==> src/rtl/ow_pkg.sv <==
// Shared types and constants for the 1-Wire slave ROM-command controller.
package ow_pkg;

  localparam int FRAME_W = 64;

  localparam logic [7:0] CMD_READ_ROM   = 8'h33;
  localparam logic [7:0] CMD_MATCH_ROM  = 8'h55;
  localparam logic [7:0] CMD_SKIP_ROM   = 8'hCC;
  localparam logic [7:0] CMD_SEARCH_ROM = 8'hF0;

  typedef enum logic [3:0] {
    ST_IDLE,
    ST_PRESENCE,
    ST_ROM_CMD,
    ST_READ_ROM,
    ST_MATCH,
    ST_MATCH_CHK,
    ST_FUNC_CMD,
    ST_SELECTED,
    ST_DESELECTED
  } ow_state_e;

endpackage

==> src/rtl/ow_rom_ctrl_if.sv <==
// Bit-slot, s2p, transmit and function-command signals of the ROM controller.
interface ow_rom_ctrl_if;
  import ow_pkg::*;

  logic               i_bus_reset;
  logic               i_bit_val;
  logic               i_bit_ready;
  logic               o_presence;
  logic               o_s2p_rst;
  logic               o_s2p_bit_val;
  logic               o_s2p_bit_ready;
  logic [FRAME_W-1:0] i_frame;
  logic               i_frame_ready;
  logic               o_tx_bit;
  logic               o_tx_valid;
  logic               i_tx_ready;
  logic               o_selected;
  logic [7:0]         o_func_cmd;
  logic               o_func_valid;

  modport slave (
    input  i_bus_reset, i_bit_val, i_bit_ready, i_frame, i_frame_ready, i_tx_ready,
    output o_presence, o_s2p_rst, o_s2p_bit_val, o_s2p_bit_ready,
           o_tx_bit, o_tx_valid, o_selected, o_func_cmd, o_func_valid
  );

  modport master (
    output i_bus_reset, i_bit_val, i_bit_ready, i_frame, i_frame_ready, i_tx_ready,
    input  o_presence, o_s2p_rst, o_s2p_bit_val, o_s2p_bit_ready,
           o_tx_bit, o_tx_valid, o_selected, o_func_cmd, o_func_valid
  );

endinterface

==> src/rtl/ow_byte_rx.sv <==
// LSB-first 8-bit collector; last/byte_nxt let the FSM decode in the same cycle
// as the 8th strobe, byte_q/done hold the latched byte for the application.
module ow_byte_rx (
  input  logic       clk,
  input  logic       reset,
  input  logic       clr,
  input  logic       strobe,
  input  logic       bit_val,
  input  logic       latch,
  output logic [7:0] byte_nxt,
  output logic       last,
  output logic [7:0] byte_q,
  output logic       done
);

  logic [6:0] sh;
  logic [2:0] cnt;

  assign byte_nxt = {bit_val, sh};
  assign last     = strobe && (cnt == 3'd7);

  always_ff @(posedge clk or posedge reset) begin
    if (reset) begin
      sh     <= '0;
      cnt    <= '0;
      byte_q <= '0;
      done   <= 1'b0;
    end else begin
      done <= 1'b0;
      if (clr) begin
        sh  <= '0;
        cnt <= '0;
      end else if (strobe) begin
        sh  <= byte_nxt[7:1];
        cnt <= cnt + 3'd1;
      end
      // byte_q only tracks latched bytes so it holds across later ROM commands
      if (last && latch) begin
        byte_q <= byte_nxt;
        done   <= 1'b1;
      end
    end
  end

endmodule

==> src/rtl/ow_rom_ctrl.sv <==
// 1-Wire slave ROM-command sequencer: presence, ROM command decode, Read/Match/Skip ROM,
// then function-command delivery.
//
// state         | meaning
// --------------+-----------------------------------------------------------
// ST_IDLE       | after reset, waiting for the first bus reset
// ST_PRESENCE   | one cycle: request presence pulse, clear s2p
// ST_ROM_CMD    | collecting the ROM command byte
// ST_READ_ROM   | shifting ROM_ID out LSB first through the transmit handshake
// ST_MATCH      | forwarding 64 received bits to s2p
// ST_MATCH_CHK  | waiting for the s2p frame and comparing it with ROM_ID
// ST_FUNC_CMD   | collecting the function command byte
// ST_SELECTED   | addressed, idle until next bus reset
// ST_DESELECTED | not addressed, idle until next bus reset
module ow_rom_ctrl
  import ow_pkg::*;
#(
  parameter logic [FRAME_W-1:0] ROM_ID = 64'h5A00_0000_0012_3428
) (
  input  logic          clk,
  input  logic          reset,
  ow_rom_ctrl_if.slave  bus
);

  ow_state_e  state, state_nxt;
  logic [6:0] cnt;
  logic       cnt_inc;
  logic       entry;
  logic       sel_q;
  logic       set_sel;
  logic       rx_strobe;
  logic       rx_last;
  logic [7:0] rx_byte_nxt;
  logic [7:0] func_byte;
  logic       func_done;
  logic       tx_xfer;
  logic       fwd;

  assign rx_strobe = bus.i_bit_ready && !bus.i_bus_reset &&
                     ((state == ST_ROM_CMD) || (state == ST_FUNC_CMD));
  assign tx_xfer   = (state == ST_READ_ROM) && bus.i_tx_ready && !bus.i_bus_reset;
  assign fwd       = (state == ST_MATCH) && bus.i_bit_ready && !bus.i_bus_reset;
  assign entry     = (state_nxt != state) || bus.i_bus_reset;

  ow_byte_rx u_byte_rx (
    .clk      (clk),
    .reset    (reset),
    .clr      (entry),
    .strobe   (rx_strobe),
    .bit_val  (bus.i_bit_val),
    .latch    (state == ST_FUNC_CMD),
    .byte_nxt (rx_byte_nxt),
    .last     (rx_last),
    .byte_q   (func_byte),
    .done     (func_done)
  );

  always_ff @(posedge clk or posedge reset) begin
    if (reset) begin
      state <= ST_IDLE;
      cnt   <= '0;
      sel_q <= 1'b0;
    end else begin
      state <= state_nxt;
      if (entry)
        cnt <= '0;
      else if (cnt_inc)
        cnt <= cnt + 7'd1;
      if (bus.i_bus_reset)
        sel_q <= 1'b0;
      else if (set_sel)
        sel_q <= 1'b1;
    end
  end

  always_comb begin
    state_nxt = state;
    set_sel   = 1'b0;
    cnt_inc   = 1'b0;
    if (bus.i_bus_reset) begin
      state_nxt = ST_PRESENCE;
    end else begin
      case (state)
        ST_PRESENCE: state_nxt = ST_ROM_CMD;
        ST_ROM_CMD: begin
          if (rx_last) begin
            case (rx_byte_nxt)
              CMD_READ_ROM:   state_nxt = ST_READ_ROM;
              CMD_MATCH_ROM:  state_nxt = ST_MATCH;
              CMD_SKIP_ROM: begin
                state_nxt = ST_FUNC_CMD;
                set_sel   = 1'b1;
              end
              CMD_SEARCH_ROM: state_nxt = ST_DESELECTED;
              default:        state_nxt = ST_DESELECTED;
            endcase
          end
        end
        ST_READ_ROM: begin
          if (tx_xfer) begin
            cnt_inc = 1'b1;
            if (cnt == 7'd63) begin
              set_sel   = 1'b1;
              state_nxt = ST_FUNC_CMD;
            end
          end
        end
        ST_MATCH: begin
          if (fwd) begin
            cnt_inc = 1'b1;
            if (cnt == 7'd63)
              state_nxt = ST_MATCH_CHK;
          end
        end
        ST_MATCH_CHK: begin
          if (bus.i_frame_ready) begin
            if (bus.i_frame == ROM_ID) begin
              set_sel   = 1'b1;
              state_nxt = ST_FUNC_CMD;
            end else begin
              state_nxt = ST_DESELECTED;
            end
          end
        end
        ST_FUNC_CMD: if (rx_last) state_nxt = ST_SELECTED;
        default: state_nxt = state;
      endcase
    end
  end

  assign bus.o_presence      = (state == ST_PRESENCE);
  assign bus.o_s2p_rst       = (state == ST_PRESENCE);
  assign bus.o_s2p_bit_val   = (state == ST_MATCH) && bus.i_bit_val;
  assign bus.o_s2p_bit_ready = fwd;
  assign bus.o_tx_valid      = (state == ST_READ_ROM);
  assign bus.o_tx_bit        = (state == ST_READ_ROM) && ROM_ID[cnt[5:0]];
  assign bus.o_selected      = sel_q;
  assign bus.o_func_cmd      = func_byte;
  assign bus.o_func_valid    = func_done;

endmodule

==> src/flat_wrapper.sv <==
// flat-port wrapper written by rule: the top's interface ports become plain ports
module ow_rom_ctrl_flat import ow_pkg::*;
#(
  parameter logic [FRAME_W-1:0] ROM_ID = 64'h5A00_0000_0012_3428
)
  (clk, reset, bus_i_bus_reset, bus_i_bit_val, bus_i_bit_ready, bus_i_frame, bus_i_frame_ready, bus_i_tx_ready, bus_o_presence, bus_o_s2p_rst, bus_o_s2p_bit_val, bus_o_s2p_bit_ready, bus_o_tx_bit, bus_o_tx_valid, bus_o_selected, bus_o_func_cmd, bus_o_func_valid);
  ow_rom_ctrl_if bus_i ();
  input  logic clk;
  input  logic reset;
  input wire logic [$bits(bus_i.i_bus_reset)-1:0] bus_i_bus_reset;
  input wire logic [$bits(bus_i.i_bit_val)-1:0] bus_i_bit_val;
  input wire logic [$bits(bus_i.i_bit_ready)-1:0] bus_i_bit_ready;
  input wire logic [$bits(bus_i.i_frame)-1:0] bus_i_frame;
  input wire logic [$bits(bus_i.i_frame_ready)-1:0] bus_i_frame_ready;
  input wire logic [$bits(bus_i.i_tx_ready)-1:0] bus_i_tx_ready;
  output wire logic [$bits(bus_i.o_presence)-1:0] bus_o_presence;
  output wire logic [$bits(bus_i.o_s2p_rst)-1:0] bus_o_s2p_rst;
  output wire logic [$bits(bus_i.o_s2p_bit_val)-1:0] bus_o_s2p_bit_val;
  output wire logic [$bits(bus_i.o_s2p_bit_ready)-1:0] bus_o_s2p_bit_ready;
  output wire logic [$bits(bus_i.o_tx_bit)-1:0] bus_o_tx_bit;
  output wire logic [$bits(bus_i.o_tx_valid)-1:0] bus_o_tx_valid;
  output wire logic [$bits(bus_i.o_selected)-1:0] bus_o_selected;
  output wire logic [$bits(bus_i.o_func_cmd)-1:0] bus_o_func_cmd;
  output wire logic [$bits(bus_i.o_func_valid)-1:0] bus_o_func_valid;
  assign bus_i.i_bus_reset = bus_i_bus_reset;
  assign bus_i.i_bit_val = bus_i_bit_val;
  assign bus_i.i_bit_ready = bus_i_bit_ready;
  assign bus_i.i_frame = bus_i_frame;
  assign bus_i.i_frame_ready = bus_i_frame_ready;
  assign bus_i.i_tx_ready = bus_i_tx_ready;
  assign bus_o_presence = bus_i.o_presence;
  assign bus_o_s2p_rst = bus_i.o_s2p_rst;
  assign bus_o_s2p_bit_val = bus_i.o_s2p_bit_val;
  assign bus_o_s2p_bit_ready = bus_i.o_s2p_bit_ready;
  assign bus_o_tx_bit = bus_i.o_tx_bit;
  assign bus_o_tx_valid = bus_i.o_tx_valid;
  assign bus_o_selected = bus_i.o_selected;
  assign bus_o_func_cmd = bus_i.o_func_cmd;
  assign bus_o_func_valid = bus_i.o_func_valid;
  ow_rom_ctrl #(.ROM_ID(ROM_ID)) u_core (.clk(clk), .reset(reset), .bus(bus_i));
endmodule
==> config.mk <==
export PLATFORM = sky130hd
export DESIGN_NAME = ow_rom_ctrl_flat
export DESIGN_NICKNAME = d
export VERILOG_FILES = /design/src/rtl/ow_pkg.sv /design/src/rtl/ow_rom_ctrl_if.sv /design/src/rtl/ow_byte_rx.sv /design/src/rtl/ow_rom_ctrl.sv /design/src/flat_wrapper.sv
export SDC_FILE = /design/constraint.sdc
export NUM_CORES = 1
export LEC_CHECK = 0
export CAP_MARGIN = 20
export CORE_MARGIN = 2
export CORE_UTILIZATION = 35
export DETAILED_ROUTE_END_ITERATION = 8
export DONT_BUFFER_PORTS = 1
export SYNTH_ARGS = -nofsm -noshare
export SYNTH_HDL_FRONTEND = slang
export SYNTH_SLANG_ARGS = --single-unit
==> constraint.sdc <==
create_clock -name clk -period 3.4 [get_ports clk]
set_input_delay 0.68 -clock clk [delete_from_list [all_inputs] [get_ports clk]]
set_output_delay 0.68 -clock clk [all_outputs]
set_load 0.02 [all_outputs]
# --- Yosys cells after proc, flatten, opt, wreduce, memory -nomap -nowiden ---
# Memory sizes are Yosys's and may differ from the RTL's.
# Index checks and enable logic that the tools add are counted.
totals:
  memories: 1
  wordCells: 73
  in_bits: 71
  rom_bits: 64
  output_inout_bits: 16
  reg_bits: 31
op_classes:
  reduce_logical: 16
  magnitude_cmp: 1
  eq_ne: 13
  addsub: 2
  n_mux: 33
mem_list:
  columns: ["memory", "words", "word_bits", "read_ports", "rd_ports_with_merged_regs", "wr", "line_no", "rtl"]
  rows:
  - ["(no name shown)", 64, 1, 1, 0, 0, "ow_rom_ctrl.sv:136", "assign bus.o_tx_bit = (state == ST_READ_ROM) && ROM_ID[cnt[5:0]];"]
ops:
  columns: ["cell", "count"]
  rows:
  - ["64-bit by 63-bit equality test with 1-bit output, second input constant", 1]
  - ["4-bit two-way mux", 9]
  - ["7-bit two-way mux", 4]
  - ["4-bit one-hot mux with 6 select lines", 1]
  - ["1-bit two-way mux", 14]
  - ["4-bit by 3-bit equality test with 1-bit output, second input constant", 3]
  - ["4-bit one-hot mux with 3 select lines", 1]
  - ["1-bit logical AND", 10]
  - ["4-bit by 2-bit equality test with 1-bit output, second input constant", 2]
  - ["8-bit by 6-bit equality test with 1-bit output, second input constant", 1]
  - ["8-bit by 7-bit equality test with 1-bit output, second input constant", 1]
  - ["8-bit equality test, second input constant", 1]
  - ["7-bit by 1-bit adder with 7-bit output, second input constant", 1]
  - ["7-bit by 6-bit equality test with 1-bit output, second input constant", 1]
  - ["6-bit by 7-bit < comparator with 1-bit output, second input constant", 1]
  - ["3-bit two-way mux", 2]
  - ["2-bit nonzero test", 3]
  - ["4-bit by 1-bit equality test with 1-bit output, second input constant", 1]
  - ["4-bit inequality test", 1]
  - ["3-bit by 1-bit adder with 3-bit output, second input constant", 1]
  - ["3-bit equality test, second input constant", 1]
  - ["1-bit one-hot mux with 3 select lines", 1]
  - ["1-bit logical OR", 2]
  - ["1-bit one-hot mux with 2 select lines", 1]
  - ["1-bit logical NOT", 1]

# --- Depth between registers and ports, before layout ---
depth:
  word_depth: 10
  depth_mapped: 7
  mapped_depth_nobuf: 6

# --- By module ---
# From an unflattened synthesis, not the netlist that was laid out.
hier_totals:
  cells_unflattened: 203
  area_unflattened_um2: 2053.2
by_module_without_submodules:
  columns: ["mod", "n_inst", "seq_area_each_um2", "area_per_inst_um2", "cells_each"]
  rows:
  - ["ow_rom_ctrl", 1, 300.3, 1246.2, 147]
  - ["ow_byte_rx", 1, 475.5, 807.0, 56]

# --- Worst setup path before layout ---
# No wires, ideal clock.
synth_path:
  path_type: "register to output"
  from: "register u_core.cnt[0]"
  to: "output port bus_o_tx_bit"
  t_required_ns: 2.720
  arrival_time_ns: 1.654
  path_buffers: 0
  path_stages_with_launch: 7
  path_slack_ns: 1.066
  cell_sequence: "dfrtp_1 > ha_1 > nor2b_1 > a211oi_1 > a211oi_1 > o21bai_1 > a21boi_0"
synth_between:
  elab_chain_cells: 3
synth_rtl:
  columns: ["element", "line_no", "rtl"]
  rows:
  - ["start: declaration", "ow_rom_ctrl.sv:26", "logic [6:0] cnt;"]
  - ["start signal: assignment", "ow_rom_ctrl.sv:68", "cnt <= cnt + 7'd1;"]
  - ["memory read 64 x 1 bit", null, null]
  - ["1-bit two-way mux (implied by the code)", "ow_rom_ctrl.sv:136", null]
  - ["1-bit logical AND", "ow_rom_ctrl.sv:136", null]
  - ["end: declaration", "flat_wrapper.sv:20", "output wire logic [$bits(bus_i.o_tx_bit)-1:0] bus_o_tx_bit;"]
# No other way between the ends. The select of a mux whose other input is x is not followed.

# --- Worst setup path in the final report ---
# Ends and elaborated chain as after synthesis.

==> flow_summary.html <==
<table>
<tr><th>Metric</th><th>Value</th></tr>
<tr><th colspan="2">Global routing</th></tr>
<tr><td>Antenna violations before repair</td><td>0</td></tr>
<tr><td>Largest net degree at the start of global routing</td><td>32</td></tr>
<tr><td>Overflow left after global routing</td><td>0</td></tr>
<tr><td>Vias in the first global route</td><td>~1700</td></tr>
<tr><td>Global routing usage summed across all routing layers</td><td>0.1563</td></tr>
<tr><td>Global-route wire length before repair</td><td>between 7000 and 8000 um</td></tr>
<tr><th colspan="2">Timing</th></tr>
<tr><td>Highest attainable clock frequency</td><td>approximately 360 MHz</td></tr>
<tr><td>Worst setup skew after layout</td><td>0.006077 ns</td></tr>
<tr><td>Number of endpoints with negative hold slack in the final report</td><td>0</td></tr>
<tr><td>Max-slew headroom</td><td>0.5637</td></tr>
<tr><td>Final Slew Violations</td><td>0</td></tr>
<tr><td>Setup Total Neg Slack</td><td>0 ns</td></tr>
<tr><td>Tightest Pin Transition</td><td>around 0.65 ns</td></tr>
<tr><td>Min Clock Period, post-route</td><td>around 2.8 ns</td></tr>
<tr><td>Final worst path period share</td><td>0.8163</td></tr>
<tr><td>Unrepaired setup endpoints after global routing</td><td>no</td></tr>
<tr><td>Final setup viols</td><td>0</td></tr>
<tr><th colspan="2">Layout</th></tr>
<tr><td>Fillers</td><td>~560</td></tr>
<tr><td>Area Growth Syn to Fin</td><td>7.817%</td></tr>
<tr><td>Post-layout net count</td><td>284</td></tr>
<tr><td>Number of cells in the finished layout apart from fillers</td><td>280</td></tr>
<tr><td>Share of post-route cells with drive strength above 1</td><td>0.1827</td></tr>
<tr><td>Diode count</td><td>0</td></tr>
<tr><td>Post-Route Utilization</td><td>0.3917</td></tr>
<tr><td>Post-layout instance area</td><td>~2200 sq um</td></tr>
<tr><th colspan="2">Detailed routing</th></tr>
<tr><td>Post-detailed-route wirelength per cell</td><td>17.10 um</td></tr>
<tr><td>Routed vias/inst</td><td>5.779</td></tr>
<tr><td>Total DRC errors in the routed layout</td><td>0</td></tr>
<tr><td>Drt initial violations</td><td>60</td></tr>
<tr><td>Number of antenna-violating nets in the routed design</td><td>0</td></tr>
<tr><td>Total length of routed wires</td><td>between 4000 and 5000 um</td></tr>
<tr><td>Vias after detailed routing</td><td>1618</td></tr>
<tr><td>Router iterations before antenna repair</td><td>4</td></tr>
<tr><th colspan="2">Synth</th></tr>
<tr><td>Number of standard cells after synthesis</td><td>208</td></tr>
<tr><td>Average instance area after synthesis</td><td>about 9.6 sq um</td></tr>
<tr><td>XOR/XNOR share of the synthesized area</td><td>0.03502</td></tr>
<tr><td>Cell taking the most area after synthesis</td><td>sky130_fd_sc_hd__dfrtp_1</td></tr>
<tr><td>Proportion of register bits with asynchronous set or reset after synthesis</td><td>1.000</td></tr>
<tr><td>Sequential-to-total area share from yosys stat</td><td>0.3877</td></tr>
<tr><td>Cells taking the most area after synthesis</td><td>sky130_fd_sc_hd__dfrtp_1, sky130_fd_sc_hd__mux2_2, sky130_fd_sc_hd__ha_1</td></tr>
<tr><td>Syn_nets</td><td>between 200 and 300</td></tr>
<tr><td>Synthesized-area fraction occupied by and/or/nand/nor cells</td><td>0.3114</td></tr>
<tr><td>Synth warnings</td><td>0</td></tr>
<tr><td>Most frequent cells after synthesis</td><td>sky130_fd_sc_hd__dfrtp_1, sky130_fd_sc_hd__nand2_1, sky130_fd_sc_hd__a21oi_1</td></tr>
<tr><td>Complex-gate fraction of the synthesized area</td><td>0.1301</td></tr>
<tr><td>Flop and latch count out of synthesis</td><td>31</td></tr>
<tr><td>Post-synthesis mux area share</td><td>0.05003</td></tr>
<tr><td>Area share of the leading cell type in the synthesized netlist</td><td>0.3877</td></tr>
<tr><td>Summed instance area of the synthesized netlist</td><td>approximately 2000 sq um</td></tr>
<tr><td>Combinational family with the most area after synthesis</td><td>simple AND/OR/NAND/NOR gates</td></tr>
<tr><td>Most used standard cell by instance count after synthesis</td><td>sky130_fd_sc_hd__dfrtp_1</td></tr>
<tr><td>Number of flops mapped to enable cells by yosys</td><td>0</td></tr>
<tr><td>Share of synthesized cell area in full adder, half adder and majority cells</td><td>0.03752</td></tr>
<tr><td>Number of distinct standard cells referenced by the synthesized netlist</td><td>50</td></tr>
<tr><td>Most common flop cell mapped by yosys</td><td>sky130_fd_sc_hd__dfrtp_1</td></tr>
<tr><th colspan="2">Floorplanning</th></tr>
<tr><td>Full die area</td><td>6337 sq um</td></tr>
<tr><td>Starting Density</td><td>0.3633</td></tr>
<tr><td>Area of the core region</td><td>roughly 5500 sq um</td></tr>
<tr><td>Cell Rows</td><td>27</td></tr>
<tr><td>Y dimension of the die</td><td>approximately 80 um</td></tr>
<tr><td>Horizontal die dimension</td><td>~80 um</td></tr>
<tr><td>Total I/O pin count</td><td>slightly below 90</td></tr>
<tr><th colspan="2">Clock network</th></tr>
<tr><td>TritonCTS Buffers</td><td>5</td></tr>
<tr><td>Clock latency reported for the late side of the worst-skew pair</td><td>~0.28 ns</td></tr>
<tr><td>Gates resized, CTS repair</td><td>0</td></tr>
<tr><td>Root Buffer</td><td>sky130_fd_sc_hd__clkbuf_8</td></tr>
<tr><td>Clock transition at the registers of the reported paths</td><td>about 0.070 ns</td></tr>
<tr><td>CTS tree</td><td>built</td></tr>
<tr><td>Clock sink count</td><td>31</td></tr>
<tr><td>Buffer count from post-CTS setup fixing</td><td>0</td></tr>
<tr><td>CTS Hold Bufs</td><td>0</td></tr>
<tr><td>H-tree depth</td><td>2</td></tr>
<tr><td>Maximum number of buffers from clock root to sink</td><td>2</td></tr>
<tr><th colspan="2">Worst hold path</th></tr>
<tr><td>Type of the worst min-delay path</td><td>in2async</td></tr>
<tr><th colspan="2">Placed design</th></tr>
<tr><td>Final RePlAce weighted congestion</td><td>around 0.79</td></tr>
<tr><td>Buffers added on ports</td><td>0</td></tr>
<tr><td>HPWL after detailed placement</td><td>3627 um</td></tr>
<tr><td>Post-place instance area</td><td>around 2000 sq um</td></tr>
<tr><td>Inst Count DP</td><td>272</td></tr>
<tr><th colspan="2">Run</th></tr>
<tr><td>Count of max-cap constraint violations</td><td>0</td></tr>
<tr><th colspan="2">Power</th></tr>
<tr><td>IR Drop Worst-Case VDD</td><td>approximately 190 uV</td></tr>
<tr><td>Leakage power</td><td>between 0.8 and 0.9 nW</td></tr>
<tr><td>Pwr Density</td><td>around 500 nW/um^2</td></tr>
<tr><th colspan="2">Setup path</th></tr>
<tr><td>Peak fanout along the critical path</td><td>7</td></tr>
<tr><td>Setup crit start kind</td><td>flop</td></tr>
<tr><td>FF-to-FF setup slack</td><td>roughly 1.2 ns</td></tr>
<tr><td>Worst Path Class, Setup</td><td>reg2out</td></tr>
<tr><td>Crit path capture type</td><td>primary output</td></tr>
<tr><td>Data required time at the worst endpoint</td><td>2.72 ns</td></tr>
<tr><td>Signal arrival time at the worst endpoint</td><td>between 2 and 2.5 ns</td></tr>
<tr><th colspan="2">Run status</th></tr>
<tr><td>Run status</td><td>finished, final reports clean</td></tr>
</table>
==> kinds of logic (layout without fill, tap and decap cells) <==
kind of cell	after synthesis	count (layout)
simple gates	100	100
compound gates	36	36
flops	31	31
buf+inv	18	18
mux	9	9
xor+xnor	8	8
fa+ha+maj	6	6
==> through the flow <==
step / power [W] / hold slack (ns) / setup slack, ns
2_1_floorplan: 0.0006750 / 0.5061 / 1.066
3_3_place_gp: 0.0006998 / 0.5140 / 0.9489
3_5_place_dp: 0.0007006 / 0.5234 / 0.9167
4_1_cts: 0.001081 / 0.3870 / 0.5964
5_1_grt: 0.001125 / 0.4154 / 0.3560
6_report: 0.001072 / 0.3695 / 0.6245
==> sequential cells by signal, indices dropped and copies added, names as in the netlist <==
register / flops
u_core.u_byte_rx.byte_q: 8
u_core.cnt: 7
u_core.u_byte_rx.sh: 7
u_core.state: 4
u_core.u_byte_rx.cnt: 3
u_core.bus.o_selected: 1
u_core.u_byte_rx.done: 1
==> area by class of cell <==
| cell class | instances | area [sq um] | share of cell area |
|---|---|---|---|
| Clock inverter | 2 | 35.03 | 0.01624 |
| Inverter | 8 | 30.03 | 0.01392 |
| Multi-Input combinational cell | 159 | 1129 | 0.5232 |
| Timing Repair Buffer | 2 | 15.01 | 0.006961 |
| Sequential cell | 31 | 775.7 | 0.3596 |
| Tap cell | 72 | 90.09 | 0.04176 |
| Clock buffer | 6 | 82.58 | 0.03828 |
==> per-layer routing <==
metal  track usage  vias to the layer above  part of all wire
met5             0                        -                 0
met4       0.05862                        0             0.018
li1              -                      775                 -
met3       0.04525                        8             0.074
met1        0.1635                      764              0.38
met2        0.2924                       71              0.53
==> placed cells by master (no fill, tap or decap), types with 3 or more instances in the layout <==
master / count
sky130_fd_sc_hd__and3_1: 3
sky130_fd_sc_hd__nand4_1: 11
sky130_fd_sc_hd__nor2_1: 10
sky130_fd_sc_hd__clkbuf_8: 6
sky130_fd_sc_hd__inv_1: 8
sky130_fd_sc_hd__dfrtp_1: 31
sky130_fd_sc_hd__nor2b_1: 3
sky130_fd_sc_hd__o21bai_1: 3
sky130_fd_sc_hd__mux2_2: 8
sky130_fd_sc_hd__a21oi_1: 14
sky130_fd_sc_hd__nor2_2: 8
sky130_fd_sc_hd__nor4bb_1: 4
sky130_fd_sc_hd__nor4_1: 9
sky130_fd_sc_hd__xor2_1: 6
sky130_fd_sc_hd__nor3_1: 4
sky130_fd_sc_hd__ha_1: 6
sky130_fd_sc_hd__and4bb_2: 4
sky130_fd_sc_hd__nor4b_1: 5
sky130_fd_sc_hd__nand3_1: 11
sky130_fd_sc_hd__nand2_1: 15
==> worst max-delay path, cell delays in order, from the launching register on <==
cell	delay, ns
sky130_fd_sc_hd__dfrtp_1	0.47
sky130_fd_sc_hd__inv_1	0.12
sky130_fd_sc_hd__ha_1	0.15
sky130_fd_sc_hd__nor2_1	0.04
sky130_fd_sc_hd__a2111oi_0	0.42
sky130_fd_sc_hd__o21bai_1	0.10
sky130_fd_sc_hd__a21boi_0	0.53
==> final timing paths <==
check                                                    startpoint                                  end  cells after the start
max in group asynchronous                                     reset            u_core.state[0]$_DFF_PP0_                      2
worst max-delay path                      u_core.cnt[0]$_DFFE_PP0P_                         bus_o_tx_bit                      6
min in group clk                                    bus_i_bus_reset    u_core.bus.o_selected$_DFFE_PP0P_                      1
worst min register to register  u_core.u_byte_rx.cnt[2]$_DFFE_PP0P_  u_core.u_byte_rx.cnt[2]$_DFFE_PP0P_                      2
worst min-delay path                                          reset   u_core.u_byte_rx.sh[4]$_DFFE_PP0P_                      2
worst max register to register            u_core.state[2]$_DFF_PP0_            u_core.cnt[0]$_DFFE_PP0P_                      5
==> power breakdown <==
part,total [W],internal [W],switching (W)
sequential,0.000440,0.000389,0.0000517
clock,0.000379,0.000237,0.000142
combinational,0.000253,0.0000855,0.000168
No activity file was read; power rests on OpenSTA's default activity.
